**config.mk**
```make
export PLATFORM = sky130hd
export DESIGN_NAME = ui_menu_controller
export DESIGN_NICKNAME = d
export VERILOG_FILES = /design/src/rtl/ui_pkg.sv /design/src/rtl/key_edge.sv /design/src/rtl/ui_menu_controller.sv
export SDC_FILE = /design/constraint.sdc
export NUM_CORES = 1
export LEC_CHECK = 0
export ABC_AREA = 1
export ABC_CLOCK_PERIOD_IN_PS = 8900
export BUFFER_PORTS_ARGS = -buffer_cell sky130_fd_sc_hd__clkbuf_2
export CELL_PAD_IN_SITES_DETAIL_PLACEMENT = 1
export CELL_PAD_IN_SITES_GLOBAL_PLACEMENT = 1
export CORE_ASPECT_RATIO = 1.1
export CORE_MARGIN = 2
export CORE_UTILIZATION = 44
export DETAILED_ROUTE_END_ITERATION = 12
export PLACE_DENSITY = 0.88
export SLEW_MARGIN = 20
export SYNTH_ARGS = -nofsm -noshare
export SYNTH_HDL_FRONTEND = slang
export SYNTH_SLANG_ARGS = --single-unit
```
**constraint.sdc**
```tcl
create_clock -name i_clk -period 8.9 [get_ports i_clk]
set_clock_uncertainty 0.05 [all_clocks]
set_input_delay 1.78 -clock i_clk [delete_from_list [all_inputs] [get_ports i_clk]]
set_output_delay 1.78 -clock i_clk [all_outputs]
set_load 0.1 [all_outputs]
```
**src/rtl/ui_pkg.sv**
```systemverilog
// Shared types and constants for the front-panel UI controller.
package ui_pkg;

  localparam int GAIN_W         = 5;
  localparam int DEF_NUM_BANDS  = 6;
  localparam int DEF_GAIN_MAX   = 12;
  localparam int DEF_OFFSET_MAX = 4;

  typedef enum logic [2:0] {
    ST_INIT   = 3'd0,
    ST_PLAY   = 3'd1,
    ST_MENU   = 3'd2,
    ST_BAND   = 3'd3,
    ST_GAIN   = 3'd4,
    ST_OFFSET = 3'd5
  } ui_state_e;

  typedef enum logic [1:0] {
    MENU_EQ     = 2'd0,
    MENU_OFFSET = 2'd1,
    MENU_RESET  = 2'd2
  } menu_e;

  // Bands are numbered from 1; band k sits at bit GAIN_W*(k-1) of the table.
  function automatic int band_lsb(input logic [2:0] band);
    return GAIN_W * int'(band - 3'd1);
  endfunction

  function automatic logic [31:0] sext_gain(input logic [GAIN_W-1:0] g);
    return {{(32-GAIN_W){g[GAIN_W-1]}}, g};
  endfunction

endpackage

```
**src/rtl/key_edge.sv**
```systemverilog
// Registered previous-level stage turning debounced key levels into press pulses.
module key_edge #(
  parameter int W = 4
) (
  input  logic         i_clk,
  input  logic         i_rst,
  input  logic [W-1:0] i_keys,
  output logic [W-1:0] o_press
);

  logic [W-1:0] prev_r;

  // Previous levels reset high so a key held through reset never fires.
  always_ff @(posedge i_clk) begin
    if (i_rst) begin
      prev_r <= {W{1'b1}};
    end else begin
      prev_r <= i_keys;
    end
  end

  assign o_press = i_keys & ~prev_r;

endmodule

```
**src/rtl/ui_menu_controller.sv**
```systemverilog
// Top-level UI state machine: navigation, per-band gain table, offset and play flag.
module ui_menu_controller
  import ui_pkg::*;
#(
  parameter int NUM_BANDS  = DEF_NUM_BANDS,
  parameter int GAIN_MAX   = DEF_GAIN_MAX,
  parameter int OFFSET_MAX = DEF_OFFSET_MAX
) (
  input  logic                          i_clk,
  input  logic                          i_rst,
  input  logic                          i_init_done,
  input  logic                          i_key_up,
  input  logic                          i_key_down,
  input  logic                          i_key_enter,
  input  logic                          i_key_back,
  output logic [2:0]                    o_state,
  output logic [2:0]                    o_menu_state,
  output logic [2:0]                    o_band,
  output logic [31:0]                   o_gain,
  output logic [GAIN_W*NUM_BANDS-1:0]   o_gain_table,
  output logic [2:0]                    o_offset,
  output logic                          o_play_enable,
  output logic                          o_cfg_update
);

  localparam int TBL_W = GAIN_W * NUM_BANDS;
  localparam logic signed [GAIN_W-1:0] GAIN_HI = GAIN_W'(GAIN_MAX);
  localparam logic signed [GAIN_W-1:0] GAIN_LO = -GAIN_HI;
  localparam logic [2:0] BAND_MAX = 3'(NUM_BANDS);
  localparam logic [2:0] OFS_MAX  = 3'(OFFSET_MAX);

  logic [3:0] press_s;
  logic       back_s, enter_s, up_s, down_s;

  ui_state_e         state_r, state_s;
  menu_e             menu_r, menu_s;
  logic [2:0]        band_r, band_s;
  logic [TBL_W-1:0]  table_r, table_s;
  logic [2:0]        offset_r, offset_s;
  logic              play_r, play_s;
  logic              cfg_r, cfg_s;
  logic [31:0]       gain_r;
  logic signed [GAIN_W-1:0] cur_gain_s, next_gain_s;

  key_edge #(.W(4)) u_key_edge (
    .i_clk   (i_clk),
    .i_rst   (i_rst),
    .i_keys  ({i_key_back, i_key_enter, i_key_up, i_key_down}),
    .o_press (press_s)
  );

  // Only the highest-priority press of a cycle acts; the rest are dropped.
  assign back_s  = press_s[3];
  assign enter_s = press_s[2] & ~press_s[3];
  assign up_s    = press_s[1] & ~(|press_s[3:2]);
  assign down_s  = press_s[0] & ~(|press_s[3:1]);

  // Next-state and next-value logic for every UI register.
  always_comb begin
    state_s    = state_r;
    menu_s     = menu_r;
    band_s     = band_r;
    table_s    = table_r;
    offset_s   = offset_r;
    play_s     = play_r;
    cfg_s      = 1'b0;
    cur_gain_s = table_r[band_lsb(band_r) +: GAIN_W];

    case (state_r)
      ST_INIT: begin
        if (i_init_done) state_s = ST_PLAY;
        else             state_s = ST_INIT;
      end
      ST_PLAY: begin
        if (back_s) begin
          state_s = ST_PLAY;
        end else if (enter_s) begin
          state_s = ST_MENU;
          menu_s  = MENU_EQ;
        end else if (up_s || down_s) begin
          play_s = ~play_r;
        end else begin
          play_s = play_r;
        end
      end
      ST_MENU: begin
        if (back_s) begin
          state_s = ST_PLAY;
        end else if (enter_s) begin
          case (menu_r)
            MENU_EQ: begin
              state_s = ST_BAND;
              band_s  = 3'd1;
            end
            MENU_OFFSET: state_s = ST_OFFSET;
            MENU_RESET: begin
              table_s  = {TBL_W{1'b0}};
              offset_s = 3'd0;
              cfg_s    = 1'b1;
              state_s  = ST_PLAY;
            end
            default: menu_s = MENU_EQ;
          endcase
        end else if (up_s) begin
          case (menu_r)
            MENU_EQ:     menu_s = MENU_OFFSET;
            MENU_OFFSET: menu_s = MENU_RESET;
            default:     menu_s = MENU_EQ;
          endcase
        end else if (down_s) begin
          case (menu_r)
            MENU_EQ:     menu_s = MENU_RESET;
            MENU_RESET:  menu_s = MENU_OFFSET;
            default:     menu_s = MENU_EQ;
          endcase
        end else begin
          menu_s = menu_r;
        end
      end
      ST_BAND: begin
        if (back_s) begin
          state_s = ST_MENU;
        end else if (enter_s) begin
          state_s = ST_GAIN;
        end else if (up_s) begin
          if (band_r >= BAND_MAX) band_s = 3'd1;
          else                    band_s = band_r + 3'd1;
        end else if (down_s) begin
          if (band_r <= 3'd1) band_s = BAND_MAX;
          else                band_s = band_r - 3'd1;
        end else begin
          band_s = band_r;
        end
      end
      ST_GAIN: begin
        // Saturation is tested on the current value so the 5-bit store never wraps.
        if (back_s || enter_s) begin
          state_s = ST_BAND;
        end else if (up_s) begin
          if (cur_gain_s < GAIN_HI) begin
            table_s[band_lsb(band_r) +: GAIN_W] = cur_gain_s + 5'sd1;
            cfg_s = 1'b1;
          end else begin
            cfg_s = 1'b0;
          end
        end else if (down_s) begin
          if (cur_gain_s > GAIN_LO) begin
            table_s[band_lsb(band_r) +: GAIN_W] = cur_gain_s - 5'sd1;
            cfg_s = 1'b1;
          end else begin
            cfg_s = 1'b0;
          end
        end else begin
          cfg_s = 1'b0;
        end
      end
      ST_OFFSET: begin
        if (back_s || enter_s) begin
          state_s = ST_MENU;
        end else if (up_s) begin
          if (offset_r < OFS_MAX) begin
            offset_s = offset_r + 3'd1;
            cfg_s    = 1'b1;
          end else begin
            cfg_s = 1'b0;
          end
        end else if (down_s) begin
          if (offset_r > 3'd0) begin
            offset_s = offset_r - 3'd1;
            cfg_s    = 1'b1;
          end else begin
            cfg_s = 1'b0;
          end
        end else begin
          cfg_s = 1'b0;
        end
      end
      default: state_s = ST_PLAY;
    endcase

    next_gain_s = table_s[band_lsb(band_s) +: GAIN_W];
  end

  // UI register bank; o_gain is registered from the same next values as band and table.
  always_ff @(posedge i_clk) begin
    if (i_rst) begin
      state_r  <= ST_INIT;
      menu_r   <= MENU_EQ;
      band_r   <= 3'd1;
      table_r  <= {TBL_W{1'b0}};
      offset_r <= 3'd0;
      play_r   <= 1'b0;
      cfg_r    <= 1'b0;
      gain_r   <= 32'd0;
    end else begin
      state_r  <= state_s;
      menu_r   <= menu_s;
      band_r   <= band_s;
      table_r  <= table_s;
      offset_r <= offset_s;
      play_r   <= play_s;
      cfg_r    <= cfg_s;
      gain_r   <= sext_gain(next_gain_s);
    end
  end

  assign o_state       = state_r;
  assign o_menu_state  = {1'b0, menu_r};
  assign o_band        = band_r;
  assign o_gain        = gain_r;
  assign o_gain_table  = table_r;
  assign o_offset      = offset_r;
  assign o_play_enable = play_r;
  assign o_cfg_update  = cfg_r;

endmodule

```
==> flow_summary_export.csv <==
group,metric,value,unit
cells_and_area,drive_above_1_share,11.39,%
setup_path,cp_common_cell,"nand2_1",
sta,rsz0062_at_grt,"no",
cells_and_area,final_cell_mix,"nand2_1, nand3_1, inv_1, nor2_1, a21oi_1",
synth,ys.warnings.count,0,
sta,hold_violations,0,
clock_network,cts-root-buf,"clkbuf_16",
route,drtIter0Drc,930,
run,cap_violations,0,
clock_network,ctsHoldBuffers,0,
setup_path,crit_path_max_incr_delay,0.67,ns
global_routing,grt_pass1_wl,57170,um
worst_hold_path,min_path_type,"flop to flop",
setup_path,path_buf_inv,8,
setup_path,worst_setup_path_end_kind,"flop",
global_routing,overflow,0,
cells_and_area,antenna_cells,0,
synth,async_flop_share,0,%
clock_network,post_cts_resized,0,
cells_and_area,syn_to_final_growth,5.301,%
setup_path,critPathSlowestCell,"nand2_1",
global_routing,grt_max_degree,59,
run_status,status,"finished, final reports clean",
synth,synth_edf_count,0,
die,row_count,52,
setup_path,critPathTopFamily,"buffers and inverters",
placed_design,place_area,8538,um^2
cells_and_area,final_util,47.38,%
die,io_pins,83,
placed_design,post-dp-hpwl,28210,um
die,core_area,18410,um^2
route,routed_wirelength,36140,um
setup_path,cp_max_fo,32,
cells_and_area,final_area,8723,um^2
route,viasPerCell,5.967,
route,drc_errors,0,
synth,syn_nets,1608,
setup_path,r2r_setup_slack,2.07,ns
clock_network,cts_setup_buffers,0,
placed_design,portBuffers,81,
global_routing,first_global_vias,10664,
synth,netlist_instances,1568,
synth,yosys.cell_types.count,51,
sta,hold_ws,0.4113,ns
synth,ys_seq_elements,52,
setup_path,worstSetupStartpointType,"input port",
cells_and_area,mostFrequentLayoutCell,"nand2_1",
die,initial_core_util,44.99,%
sta,worst_slew_pin_slew,1.084,ns
clock_network,htreeDepth,2,
synth,yosys_most_used_dff,"dfxtp_1",
sta,setup_viol,0,
placed_design,place_congestion,0.9846,
route,via_count,10831,
synth,avgSynthCellArea,5.283,um^2
setup_path,cp.required,9.11,ns
clock_network,cts.reportedPaths.clkPinSlew,0.08,ns
synth,ys_seq_area_share,12.57,%
route,wl_per_cell,19.91,um
sta,fmax,133.4,MHz
setup_path,worstSetupPathType,"input port to flop",
clock_network,cts_tree,"done",
sta,slew_headroom,27.45,%
route,ant_nets,0,
clock_network,clock_sinks,52,
clock_network,cts_made_buffers,5,
sta,period_minus_slack,7.499,ns
global_routing,grt_use_total,36.07,%
die,die_height,147.9,um
die,die_area,19940,um^2
sta,finalMaxSlewViolations,0,
sta,fin_setup_tns,0,ns
die,die_x,134.8,um
clock_network,clk-insertion-delay-late,0.31,ns
clock_network,cts.path.max_buffers,2,
cells_and_area,layout.nets,1612,
global_routing,antenna_found_initial,1,
sta,period_share,84.25,%
setup_path,worstPathArrival,7.71,ns
route,dr.pass1.iters,5,
synth,synth_area,8284,um^2
[through the flow]
stage	setup slack, ns	std cells
after floorplan	2.480	1568
after global placement	1.303	1808
after detailed placement	1.254	1808
after CTS	1.521	1815
after global routing	0.8383	1815
final	1.401	1815
[cell families (layout without fill, tap and decap cells)]
group,after synthesis,after routing,share of synthesized area [%]
AND/OR/NAND/NOR,1027,1027,53.93
buffers and inverters,248,252,13.65
AO/OA/AOI/OAI,205,205,14.24
flip-flops,52,52,12.57
adder cells (fa/ha/maj),33,33,5.347
XOR/XNOR,2,2,0.2115
other,1,1,0.04527
[cell usage after synthesis, types with 4 or more instances]
library cell  instances  area share, %
clkinv_1              8           0.36
nand2_1             569             26
nand2_2              20            1.5
dfxtp_1              52             13
nor2_4                4           0.54
buf_6                 5           0.68
nand3b_1              6           0.54
nor4_1                4           0.30
a21oi_1              83            5.0
inv_1               124            5.6
nor2_1              123            5.6
o22ai_1               4           0.30
nand3_2               7           0.85
o31ai_1               5           0.45
buf_1                10           0.45
nand4_1              31            2.3
buf_2                25            1.5
o21ai_1              33            2.0
nand3_1             227             14
nor2_2                6           0.45
clkbuf_1             23            1.0
o21ai_0              37            2.2
fa_1                  4           0.97
a211oi_1              5           0.45
o21ai_2               7           0.74
o211ai_1              7           0.63
ha_1                 29            4.4
nor3_1               21            1.3
a31oi_1               8           0.60
inv_2                18           0.82
buf_4                35            3.2
[layer usage]
metal,global-route usage (%),vias up,routed length [um]
li1,-,5099,-
met1,44.21,5138,14470
met2,60.94,475,17030
met3,5.898,119,2751
met4,17.84,0,1890
met5,0,-,0
[path summary, 6_finish.rpt]
| kind | start | end | cells after the start |
|---|---|---|---|
| hold reg to reg | o_play_enable | o_play_enable | 1 |
| hold / removal | o_play_enable | o_play_enable | 1 |
| setup / recovery | i_key_back | o_gain[1] | 27 |
| setup reg to reg | o_band[1] | o_gain[1] | 35 |
[cell type report]
class | count | area, um^2
clock buffers | 5 | 125.1
well taps | 243 | 304.0
inverters | 150 | 563.0
multi-input cells | 1268 | 6118
repair buffers | 95 | 510.5
fillers | 2796 | 9689
flip-flops and latches | 52 | 1042
clock inverters | 2 | 60.06
[flip-flops by register name, indices dropped and copies added (netlist names)]
signal             flops
o_offset               3
o_state                3
o_cfg_update           1
o_play_enable          1
o_gain_table          30
u_key_edge.prev_r      4
menu_r                 2
o_gain                 5
o_band                 3
Power is not shown: default switching activity piles up to over one toggle a cycle in this logic, so the estimate is an artifact.
